**src/rtl/serial_adder.sv**
```systemverilog
// Bit-serial adder: one full-adder slice and a carry flip-flop add two
// WIDTH-bit operands LSB first, one bit per clock, over WIDTH cycles.
module serial_adder #(
    parameter int WIDTH = 8
) (
    input  logic             CLK,
    input  logic             RSTn,
    input  logic             START,
    input  logic [WIDTH-1:0] A,
    input  logic [WIDTH-1:0] B,
    input  logic             CIN,
    output logic             BUSY,
    output logic             DONE,
    output logic [WIDTH-1:0] SUM,
    output logic             COUT
);

    localparam int CW = $clog2(WIDTH) + 1;

    typedef enum logic [1:0] {
        IDLE = 2'd0,
        RUN  = 2'd1,
        FIN  = 2'd2
    } state_t;

    state_t state;
    state_t state_nxt;

    logic [WIDTH-1:0] a_sr;
    logic [WIDTH-1:0] b_sr;
    logic [WIDTH-1:0] res_sr;
    logic [CW-1:0]    cnt;
    logic             carry;
    logic [WIDTH-1:0] sum_q;
    logic             cout_q;

    logic fa_s;
    logic fa_c;
    logic accept;
    logic last;

    always_comb begin
        fa_s = a_sr[0] ^ b_sr[0] ^ carry;
        fa_c = (a_sr[0] & b_sr[0]) | (a_sr[0] & carry) | (b_sr[0] & carry);
    end

    // START is only honoured when no addition is in flight.
    assign accept = START && (state != RUN);
    assign last   = (state == RUN) && (cnt == CW'(WIDTH - 1));

    always_ff @(posedge CLK or negedge RSTn) begin
        if (!RSTn) begin
            state <= IDLE;
        end else begin
            state <= state_nxt;
        end
    end

    always_comb begin
        state_nxt = state;
        unique case (state)
            IDLE: begin
                if (START) begin
                    state_nxt = RUN;
                end
            end
            RUN: begin
                if (last) begin
                    state_nxt = FIN;
                end
            end
            FIN: begin
                state_nxt = START ? RUN : IDLE;
            end
            default: begin
                state_nxt = IDLE;
            end
        endcase
    end

    always_ff @(posedge CLK or negedge RSTn) begin
        if (!RSTn) begin
            a_sr   <= '0;
            b_sr   <= '0;
            res_sr <= '0;
            cnt    <= '0;
            carry  <= 1'b0;
            sum_q  <= '0;
            cout_q <= 1'b0;
        end else begin
            if (accept) begin
                a_sr   <= A;
                b_sr   <= B;
                res_sr <= '0;
                cnt    <= '0;
                carry  <= CIN;
            end else if (state == RUN) begin
                a_sr   <= a_sr >> 1;
                b_sr   <= b_sr >> 1;
                res_sr <= {fa_s, res_sr[WIDTH-1:1]};
                cnt    <= cnt + CW'(1);
                carry  <= fa_c;
            end
            // Outputs only move on the final bit, so partial sums stay hidden.
            if (last) begin
                sum_q  <= {fa_s, res_sr[WIDTH-1:1]};
                cout_q <= fa_c;
            end
        end
    end

    assign BUSY = (state == RUN);
    assign DONE = (state == FIN);
    assign SUM  = sum_q;
    assign COUT = cout_q;

endmodule

```
**config.mk**
```make
export PLATFORM = sky130hd
export DESIGN_NAME = serial_adder
export DESIGN_NICKNAME = d
export VERILOG_FILES = /design/src/rtl/serial_adder.sv
export SDC_FILE = /design/constraint.sdc
export NUM_CORES = 1
export LEC_CHECK = 0
export BUFFER_PORTS_ARGS = -buffer_cell sky130_fd_sc_hd__buf_2
export CORE_MARGIN = 4
export CORE_UTILIZATION = 45
export CTS_BUF_LIST = sky130_fd_sc_hd__clkbuf_4
export DETAILED_ROUTE_END_ITERATION = 10
export GPL_ROUTABILITY_DRIVEN = 0
export HOLD_SLACK_MARGIN = 0.03
export PLACE_DENSITY = 0.69
export SETUP_SLACK_MARGIN = 0.15
export SYNTH_ARGS = -nofsm -noshare
export SYNTH_HDL_FRONTEND = slang
export SYNTH_SLANG_ARGS = --single-unit
```
**constraint.sdc**
```tcl
create_clock -name CLK -period 2.3 [get_ports CLK]
set_input_delay 0 -clock CLK [delete_from_list [all_inputs] [get_ports CLK]]
set_output_delay 0 -clock CLK [all_outputs]
set_load 0.03 [all_outputs]
```
After elaboration in Yosys (flattened, before gate mapping)
Cells that the tools add are included.
Widths: inputs -> output; s select.
Storage, ports and cells
  register bits: 40
  bits of input ports: 20
  output and inout port bits: 11
  word-level logic and storage cells: 41
Operators by class
  $add $sub $neg: 1
  equal/unequal tests: 6
  multiplexer cells: 14
  bitwise operators: 7
  reduce and logical (&&, ||, !) cells: 5
Operators with widths (number)
  $mux 8: 6
  $mux 4: 2
  $pmux 2 s3: 1
  $add 4x1->4 const B: 1
  $eq 4x3->1 const B: 1
  $mux 2: 2
  $ne 2x1->1 const B: 2
  $and 1x1->1: 3
  $mux 1: 3
  $eq 2x1->1 const B: 1
  $eq 2x2->1 const B: 1
  $logic_and 1x1->1: 2
  $logic_not 2->1: 1
  $ne 2x2->1 const B: 1
  $or 1x1->1: 2
  $reduce_and 2->1: 1
  $reduce_bool 2->1: 1
  $xor 1x1->1: 2

Depth between registers and ports, before layout
Gate-level depths: netlist (run 1).
  depth in word-level cells: 5
  mapped depth: 5
  mapped depth without buffers: 4

Worst setup path before layout (run 1)
No wires, ideal clock.
  path type: register -> register
  start point: register cnt[0]
  end point: register cout_q, in the netlist COUT
  setup time: 125 ps
  arrival: 1276 ps
  data required time: 2175 ps
  setup slack: 900 ps
  stages on the path, launching flop included: 5
  path buffers: 0
  period minus slack after synthesis: 1400 ps
  path through: dfrtp_1 ha_1 nand2_1 nor3_4 mux2_2
On the way
  word-level cells in the longest chain between the ends: 2
RTL lines
  start, declared: line 32  | logic [CW-1:0] cnt;
  start signal, assigned: line 101  | cnt <= cnt + CW'(1);
  $eq 4x3->1: line 49  | assign last = (state == RUN) && (cnt == CW'(WIDTH - 1));
  $logic_and 1x1->1: line 49
  end signal, assigned: line 89  | cout_q <= 1'b0;
  end signal, assigned: line 107  | cout_q <= fa_c;
  end, declared: line 35  | logic cout_q;
No other way between the ends.
A chain may end at the register's enable or synchronous reset.

Worst setup path in the final report (run 1)
  start point: register state[1]
  end point: output port BUSY
On the way
  word-level cells in the longest chain between the ends: 1
RTL lines
  start, declared: line 26  | state_t state;
  start signal, assigned: line 55  | state <= state_nxt;
  $eq 2x1->1: line 112  | assign BUSY = (state == RUN);
  end, declared: line 12  | output logic BUSY,
No other way between the ends.

==> results.yml, run 1 <==
outcome:
  outcome: "finished clean"
floorplan:
  die_width_um: 68.88
  boundary_pins: 31
  num_rows: 21
  initial_core_util_pct: 48.09
  overall_die_area_um2: 4744
  core-area_um2: 3468
  die_height_um: 68.88
sta:
  skew_ns: 0.01465
  final-setup-viol-count: 0
  fin_worst_hold_slack_ns: 0.2458
  rsz0062_at_grt: "false"
  tightest_slew_ns: 0.8333
  number_of_hold_violations_in_the_final_report: 0
  final_min_period_over_clock_period_pct: 77.45
  final_report_max_slew_violation_count: 0
  summed_negative_setup_slack_over_all_endpoints_ns: 0
  max_freq_mhz: 561.4
  slew_headroom_pct: 44.45
  final_period_minus_worst_setup_slack_ns: 1.781
pwr:
  fin_total_pwr_uw: 2546
  power_per_cell_area_nw_per_um2: 1203
  vdd_drop_max_mv: 0.6975
  cellLeakagePower_uw: 0.001012
global_routing:
  antenna_found_initial: 0
  grt_max_degree: 40
  track_usage_pct: 16.15
  grt_first_pass_wirelength_um: 5554
  gr-total-overflow: 0
  first_global_vias: 1258
logic_synthesis:
  synth_sequential_area_ratio_pct: 58.51
  yosys.area.top_type: "sky130_fd_sc_hd__dfrtp_1"
  post_synth_main_area_contributors: "sky130_fd_sc_hd__dfrtp_1 59%, sky130_fd_sc_hd__mux2i_1 10%, sky130_fd_sc_hd__o21ai_0 8.4%"
  synth.net_count: 170
  yosys.area.top_type_share_pct: 58.51
  synth.lib_cells_used.distinct: 20
  gate_count_post_synth: 148
  ys_ff_latch: 39
  synth.avg_cell_area_um2: 11.27
  number_of_warnings_reported_in_the_yosys_synthesis_log: 0
  syn_area_um2: 1668
drt:
  drt.antenna.violating_nets: 0
  drc: 0
  dr.first_iter.drc_count: 57
  detail_route.first_pass.iterations: 4
  post_drt_via_cell_ratio: 4.975
  num_vias: 1209
  route.final.wire_length_um: 3196
  final_routed_wire_length_divided_by_cell_count_um: 13.15
critical_path:
  endpoint_kind: "primary output"
  critPathLaunch: "state[1]$_DFFE_PN0P_"
  rr_startpoint: "cnt[0]$_DFFE_PN0P_"
  reg2reg_slack_ns: 0.65
  r2r-end: "SUM[2]$_DFFE_PN0P_"
  worstRegToRegCells: 4
  cp_data_required_time_ns: 2.30
  worstPathMaxFanout: 34
  worst_setup_path_endpoint: "BUSY"
  crit_path_start_kind: "flop"
  critical_path_class: "reg2out"
  worst-endpoint-arrival_ns: 1.78
placed_design:
  hpwl_um: 2253
  portBuffers: 30
  placed_cell_area_um2: 1861
clock_tree:
  cts.sinks: 39
  cts_post_setup_buffers_inserted: 0
  cts_inserted_buffers: 5
  path_clk_slew_ns: 0.11
  clkLatencyLatePin_ns: 0.34
  htree_num_levels: 2
  cts-root-buf: "sky130_fd_sc_hd__clkbuf_4"
  cts_tree: "built"
  ctsLongestPathBuffers: 2
finish:
  postLayoutCellArea_um2: 2117
  layout_commonest_cell: "sky130_fd_sc_hd__dfrtp_1"
  final_nets: 218
  areaGrowthSynthToFinish_pct: 26.93
  layout-drive-gt1-share_pct: 25.38
  antennaDiodeCount: 0
  layout.cells.most_common_list: "39 x sky130_fd_sc_hd__dfrtp_1, 32 x sky130_fd_sc_hd__nand2_1, 30 x sky130_fd_sc_hd__buf_2"
  fill_cells: 315
hold_path:
  hp-class: "in2reg"
job:
  timing.max_cap.violations: 0
## power breakdown
part	switching [µW]	internal (µW)	total [µW]
clock	214	224	438
sequential	189	977	1170
combinational	572	371	943
total	975	1570	2550
## area by class of cell
cell class / count / area, µm² / area share [%]
clock buffer: 5 / 37.54 / 1.773
inverter: 2 / 7.507 / 0.3546
multi-input combinational: 99 / 649.4 / 30.67
tap: 46 / 57.56 / 2.719
clock inverter: 3 / 38.79 / 1.832
sequential: 39 / 975.9 / 46.10
timing repair buffer: 49 / 350.3 / 16.55
## repair_timing
| action | in CTS | in global routing |
|---|---|---|
| endpoints found under the hold margin | 56 | 0 |
| hold buffers | 18 | 0 |
| gates resized for setup | 0 | 0 |
## synth_stat cells
cell type,count
sky130_fd_sc_hd__ha_1,1
sky130_fd_sc_hd__nand3b_1,1
sky130_fd_sc_hd__buf_2,1
sky130_fd_sc_hd__nand2_1,32
sky130_fd_sc_hd__inv_1,2
sky130_fd_sc_hd__and2b_2,1
sky130_fd_sc_hd__buf_1,2
sky130_fd_sc_hd__nand3_1,3
sky130_fd_sc_hd__dfrtp_1,39
sky130_fd_sc_hd__xor2_1,1
sky130_fd_sc_hd__o21ai_0,28
sky130_fd_sc_hd__nor2_1,2
sky130_fd_sc_hd__fa_1,1
sky130_fd_sc_hd__nor3_4,1
sky130_fd_sc_hd__o211ai_1,1
sky130_fd_sc_hd__mux2_2,9
sky130_fd_sc_hd__buf_4,1
sky130_fd_sc_hd__clkbuf_1,4
sky130_fd_sc_hd__mux2i_1,17
sky130_fd_sc_hd__nand2b_4,1
## routing by layer
metal | global-route usage, % | routed length [µm] | part of all wire [%] | vias up
li1 | - | - | - | 603
met1 | 19.30 | 1469 | 46 | 579
met2 | 27.74 | 1547 | 48 | 22
met3 | 4.052 | 129 | 4.0 | 5
met4 | 6.569 | 49 | 1.5 | 0
met5 | 0 | 0 | 0 | -
## worst min-delay path by stage
stage               depth (start not counted)                   to  startpoint  slack [ns]
finish                                      3  a_sr[7]$_DFFE_PN0P_       START        0.25
global route                                3  b_sr[7]$_DFFE_PN0P_       START        0.25
CTS                                         3  b_sr[7]$_DFFE_PN0P_       START        0.23
detailed placement                          1  b_sr[5]$_DFFE_PN0P_        RSTn        0.15
global placement                            1  b_sr[6]$_DFFE_PN0P_        RSTn        0.14
floorplan                                   0     COUT$_DFFE_PN0P_        RSTn       -0.30
## cells by family after synthesis
group | count (synthesis) | share of synthesized area (%)
adder cells (fa/ha/maj) | 2 | 1.950
flip-flops | 39 | 58.51
buffers and inverters | 10 | 2.551
XOR/XNOR | 1 | 0.5252
multiplexers | 26 | 16.28
AO/OA/AOI/OAI | 29 | 8.852
AND/OR/NAND/NOR | 41 | 11.33
## critical path, stage by stage, from the launching register on
cell and delay [ns]:
sky130_fd_sc_hd__dfrtp_1 0.41, sky130_fd_sc_hd__nand2b_4 0.18, sky130_fd_sc_hd__inv_1 0.38, sky130_fd_sc_hd__buf_12 0.24
sky130_fd_sc_hd__buf_2 0.22
## stage by stage
stage          utilization, %  worst slack, ns  cells
3_5_place_dp            53.64           0.6657    217
5_1_grt                 61.04           0.3820    243
2_1_floorplan               -           0.8997    148
6_report                61.04           0.5187    243
3_3_place_gp            53.64           0.7858    217
4_1_cts                 61.04           0.5193    243
## flip-flops by register name, summed over array words and instances, names as in the netlist
| register | flops |
|---|---|
| carry | 1 |
| COUT | 1 |
| res_sr | 7 |
| b_sr | 8 |
| cnt | 4 |
| state | 2 |
| SUM | 8 |
| a_sr | 8 |
No activity file was read; power rests on OpenSTA's default activity.
==> run 2, diff against run 1 <==
--- a/config.mk
+++ b/config.mk
@@ -12,7 +12,7 @@
 export DETAILED_ROUTE_END_ITERATION = 10
 export GPL_ROUTABILITY_DRIVEN = 0
 export HOLD_SLACK_MARGIN = 0.03
-export PLACE_DENSITY = 0.69
+export PLACE_DENSITY = 0.71
 export SETUP_SLACK_MARGIN = 0.15
 export SYNTH_ARGS = -nofsm -noshare
 export SYNTH_HDL_FRONTEND = slang
==> constraint.sdc (replaced) <==
create_clock -name CLK -period 1.5 [get_ports CLK]
set_input_delay 0 -clock CLK [delete_from_list [all_inputs] [get_ports CLK]]
set_output_delay 0 -clock CLK [all_outputs]
set_load 0.03 [all_outputs]
==> results.yml, run 2 (synthesized netlist as in run 1, its figures left out) <==
outcome:
  outcome: "finished clean"
drt:
  dr.first_iter.drc_count: 56
  num_vias: 1244
  final_routed_wire_length_divided_by_cell_count_um: 15.09
  drc: 0
  route.final.wire_length_um: 3773
  drt.antenna.violating_nets: 0
  detail_route.first_pass.iterations: 4
  post_drt_via_cell_ratio: 4.976
sta:
  rsz0062_at_grt: "true"
  max_freq_mhz: 716.8
  final_report_max_slew_violation_count: 0
  final-setup-viol-count: 0
  skew_ns: 0.007940
  summed_negative_setup_slack_over_all_endpoints_ns: 0
  tightest_slew_ns: 0.4924
  final_min_period_over_clock_period_pct: 93.01
  final.setup.worst_slack_ns: 0.1049
  slew_headroom_pct: 67.17
  final_period_minus_worst_setup_slack_ns: 1.395
  number_of_hold_violations_in_the_final_report: 0
placed_design:
  place_ws_ns: 0.04189
  portBuffers: 30
  post-place-cells: 220
  hpwl_um: 2212
  placed_cell_area_um2: 1908
pwr:
  fin_total_pwr_uw: 4078
  cellLeakagePower_uw: 0.001067
  comb_power_share_pct: 43.7
  vdd_drop_max_mv: 0.8957
  switching_share_pct: 39.03
  power.share.sequential_pct: 43.7
  power.net_switching_uw: 1592
  power_per_cell_area_nw_per_um2: 1836
  clockPowerShare_pct: 12.5
  power.internal_uw: 2487
floorplan:
  num_rows: 21
  die_height_um: 68.88
  die_width_um: 68.88
  boundary_pins: 31
  core-area_um2: 3468
  overall_die_area_um2: 4744
  initial_core_util_pct: 48.09
hold_path:
  hp-class: "in2reg"
job:
  timing.max_cap.violations: 0
global_routing:
  antenna_found_initial: 0
  track_usage_pct: 17.98
  grt_max_degree: 27
  first_global_vias: 1296
  gr-total-overflow: 0
  grt_first_pass_wirelength_um: 6044
critical_path:
  cell_by_cell_trace_of_the_critical_path: "nand2b_4 > nor3_4 > buf_12 > mux2_2"
  cp_data_required_time_ns: 1.73
  critical_path.n_buffers_inverters: 1
  worst-endpoint-arrival_ns: 1.63
  critical_path_class: "reg2reg"
  crit_path_start_kind: "flop"
  worstPathMaxFanout: 10
  slowest_stage: "sky130_fd_sc_hd__dfrtp_1"
  critPathMaxStageDelay_ns: 0.41
  cpLargestDelayFamily: "flip-flops"
  endpoint_kind: "flop"
clock_tree:
  htree_num_levels: 2
  cts_tree: "built"
  path_clk_slew_ns: 0.11
  cts_inserted_buffers: 5
  cts-root-buf: "sky130_fd_sc_hd__clkbuf_4"
  clkLatencyLatePin_ns: 0.33
  cts.sinks: 39
  ctsLongestPathBuffers: 2
finish:
  areaGrowthSynthToFinish_pct: 33.16
  final_cell_count_no_fill: 250
  antennaDiodeCount: 0
  layout_commonest_cell: "sky130_fd_sc_hd__dfrtp_1"
  layout-drive-gt1-share_pct: 28.92
  postLayoutCellArea_um2: 2221
  final_nets: 225
  layout.cells.most_common_list: "39 x sky130_fd_sc_hd__dfrtp_1, 31 x sky130_fd_sc_hd__nand2_1, 29 x sky130_fd_sc_hd__buf_2"
  fill_cells: 293
==> run 2: stage by stage <==
stage / hold WS (ns) / utilization [%]
after floorplan: -0.2956 / -
after global placement: -0.02006 / 55.01
after detailed placement: -0.007569 / 55.01
after CTS: 0.1253 / 63.31
after global routing: 0.1489 / 64.03
final: 0.1433 / 64.03
==> run 2: routing by layer <==
| layer | wire length (µm) | track usage, % | vias up |
|---|---|---|---|
| met2 | 1892 | 30.83 | 22 |
| li1 | - | - | 612 |
| met3 | 128 | 4.376 | 5 |
| met1 | 1706 | 20.94 | 605 |
| met5 | 0 | 0 | - |
| met4 | 46 | 8.759 | 0 |
==> run 2: final timing paths <==
kind	start	to	slack [ns]	cells after the start
worst max-delay path	state[1]$_DFFE_PN0P_	SUM[7]$_DFFE_PN0P_	0.10	4
worst min-delay path	START	res_sr[6]$_DFFE_PN0P_	0.14	4
worst max register to register	state[1]$_DFFE_PN0P_	SUM[7]$_DFFE_PN0P_	0.10	4
worst min register to register	b_sr[2]$_DFFE_PN0P_	b_sr[1]$_DFFE_PN0P_	0.49	2
max in group asynchronous	RSTn	carry$_DFFE_PN0P_	0.87	3
min in group asynchronous	RSTn	cnt[2]$_DFFE_PN0P_	0.15	2
==> run 2: power groups by stage <==
stage / clock [µW] / combinational [µW] / sequential, µW
2_1_floorplan: 0 / 789 / 1990
3_3_place_gp: 0 / 1400 / 1780
3_5_place_dp: 0 / 1460 / 1810
4_1_cts: 532 / 1700 / 1780
5_1_grt: 590 / 1940 / 1850
6_report: 511 / 1780 / 1780
==> run 2: cell type report <==
class	count	area [µm²]	share of cell area, %
inverters	2	7.507	0.3380
repair buffers	56	473.0	21.30
clock inverters	2	7.507	0.3380
clock buffers	6	45.04	2.028
flip-flops and latches	39	975.9	43.94
multi-input cells	99	654.4	29.46
well taps	46	57.56	2.592
==> run 2: what timing repair did <==
action	CTS	global route
setup endpoints to repair	10	10
endpoints found under the hold margin	56	0
buffers inserted	2	0
gates cloned	1	1
hold buffers	18	0
gates resized for setup	4	0
==> run 2: worst min-delay path, cell delays in order <==
cell,delay (ns)
sky130_fd_sc_hd__buf_2,0.10
sky130_fd_sc_hd__inv_1,0.18
sky130_fd_sc_hd__nand2_1,0.10
sky130_fd_sc_hd__o21ai_0,0.06
==> run 3, diff against run 2 <==
--- a/config.mk
+++ b/config.mk
@@ -13,6 +13,7 @@
 export GPL_ROUTABILITY_DRIVEN = 0
 export HOLD_SLACK_MARGIN = 0.03
 export PLACE_DENSITY = 0.71
+export REMOVE_ABC_BUFFERS = 1
 export SETUP_SLACK_MARGIN = 0.15
 export SYNTH_ARGS = -nofsm -noshare
 export SYNTH_HDL_FRONTEND = slang
==> results.yml, run 3 (synthesized netlist as in run 1, its figures left out) <==
sta:
  rsz0062_at_grt: "true"
  final.setup.worst_slack_ns: 0.07313
  summed_negative_setup_slack_over_all_endpoints_ns: 0
  final-setup-viol-count: 0
  final_report_max_slew_violation_count: 0
  skew_ns: 0.01240
  fin_worst_hold_slack_ns: 0.06197
  max_freq_mhz: 700.8
  tightest_slew_ns: 0.8289
  final_min_period_over_clock_period_pct: 95.12
  final_period_minus_worst_setup_slack_ns: 1.427
  slew_headroom_pct: 44.74
  number_of_hold_violations_in_the_final_report: 0
floorplan:
  num_rows: 21
  die_width_um: 68.88
  initial_core_util_pct: 48.09
  overall_die_area_um2: 4744
  boundary_pins: 31
  core-area_um2: 3468
  die_height_um: 68.88
finish:
  seqCellArea_um2: 975.9
  final_nets: 225
  layout.cells.most_common_list: "39 x sky130_fd_sc_hd__dfrtp_1, 32 x sky130_fd_sc_hd__nand2_1, 29 x sky130_fd_sc_hd__buf_2"
  layout_commonest_cell: "sky130_fd_sc_hd__dfrtp_1"
  areaGrowthSynthToFinish_pct: 31.51
  layout-drive-gt1-share_pct: 29.41
  antennaDiodeCount: 0
  fill_cells: 289
  multi_input_gate_area_um2: 651.9
clock_tree:
  cts-root-buf: "sky130_fd_sc_hd__clkbuf_4"
  path_clk_slew_ns: 0.12
  ctsLongestPathBuffers: 2
  cts_inserted_buffers: 5
  htree_num_levels: 2
  cts_tree: "built"
  cts.sinks: 39
  clkLatencyLatePin_ns: 0.35
critical_path:
  worst-endpoint-arrival_ns: 1.67
  critical_path.n_buffers_inverters: 1
  worstRegToRegCells: 5
  worst_setup_path_endpoint: "SUM[0]$_DFFE_PN0P_"
  cpLargestDelayFamily: "flip-flops"
  worstPathMaxFanout: 10
  endpoint_kind: "flop"
  crit_path_start_kind: "flop"
  cp_num_cells: 5
  critical_path_class: "reg2reg"
  r2r-end: "SUM[0]$_DFFE_PN0P_"
  reg2reg_slack_ns: 0.07
  slowest_stage: "sky130_fd_sc_hd__dfrtp_1"
  cp_data_required_time_ns: 1.75
  cell_by_cell_trace_of_the_critical_path: "ha_2 > nand2_1 > nor3_4 > buf_12 > mux2_2"
  critPathLaunch: "cnt[1]$_DFFE_PN0P_"
  rr_startpoint: "cnt[1]$_DFFE_PN0P_"
  critPathMaxStageDelay_ns: 0.39
pwr:
  power.share.sequential_pct: 44.4
  power_per_cell_area_nw_per_um2: 1825
  vdd_drop_max_mv: 0.8348
  comb_power_share_pct: 42.2
  power.internal_uw: 2437
  power.net_switching_uw: 1566
  switching_share_pct: 39.13
  cellLeakagePower_uw: 0.001050
  clockPowerShare_pct: 13.3
global_routing:
  track_usage_pct: 16.83
  grt_max_degree: 40
  antenna_found_initial: 0
  first_global_vias: 1227
  grt_first_pass_wirelength_um: 5678
  gr-total-overflow: 0
placed_design:
  hpwl_um: 2115
  place_ws_ns: 0.05288
  portBuffers: 30
drt:
  dr.first_iter.drc_count: 46
  post_drt_via_cell_ratio: 4.936
  route.final.wire_length_um: 3303
  num_vias: 1234
  drc: 0
  final_routed_wire_length_divided_by_cell_count_um: 13.21
  detail_route.first_pass.iterations: 4
  drt.antenna.violating_nets: 0
hold_path:
  hp-class: "in2reg"
job:
  timing.max_cap.violations: 0
outcome:
  outcome: "finished clean"
==> run 3: cell type report <==
class	instances	area share (%)
Clock buffer	5	1.711
Clock inverter	3	0.9127
Multi-Input combinational cell	99	29.72
Inverter	2	0.3423
Timing Repair Buffer	56	20.19
Tap cell	46	2.624
Sequential cell	39	44.50
==> run 3: per-layer routing <==
metal | track usage [%] | part of all wire (%)
met1 | 20.51 | 42
met2 | 27.50 | 50
met3 | 4.214 | 6.1
met4 | 8.759 | 1.8
met5 | 0 | 0
==> run 3: tightest hold or removal path: cells and delay by family <==
kind,cells,cell delay [ns]
buffers and inverters,1,0.16
AND/OR/NAND/NOR,1,0.05
multiplexers,1,0.16
==> run 3: what timing repair did <==
action                                  in CTS  in global routing
gates resized for setup                      2                  1
hold endpoints to repair                    56                  0
endpoints found under the setup margin      10                 10
setup buffers                                2                  1
cloned                                       1                  0
hold buffers                                18                  0
==> run 3: through the flow <==
stage          total power, µW  cells  util, %  cell area, µm²
2_1_floorplan             2729    140        -            1633
3_3_place_gp              3181    220    54.65            1896
3_5_place_dp              3284    220    54.65            1896
4_1_cts                   4018    249    62.95            2183
5_1_grt                   4314    250    63.24            2193
6_report                  4003    250    63.24            2193
==> run 3: power groups by stage <==
stage / Sequential (µW) / Clock, µW / Combinational, µW
floorplan: 1990 / 0 / 739
global placement: 1780 / 0 / 1400
detailed placement: 1810 / 0 / 1470
CTS: 1780 / 548 / 1690
global route: 1830 / 589 / 1890
finish: 1780 / 533 / 1690
==> run 3: worst min path at each step <==
stage / startpoint / endpoint / cells after the start
after detailed placement: RSTn / state[0]$_DFFE_PN0P_ / 1
final: START / b_sr[7]$_DFFE_PN0P_ / 3
after global placement: RSTn / cnt[2]$_DFFE_PN0P_ / 1
after floorplan: RSTn / COUT$_DFFE_PN0P_ / 0
after CTS: START / b_sr[7]$_DFFE_PN0P_ / 3
after global routing: START / b_sr[7]$_DFFE_PN0P_ / 3
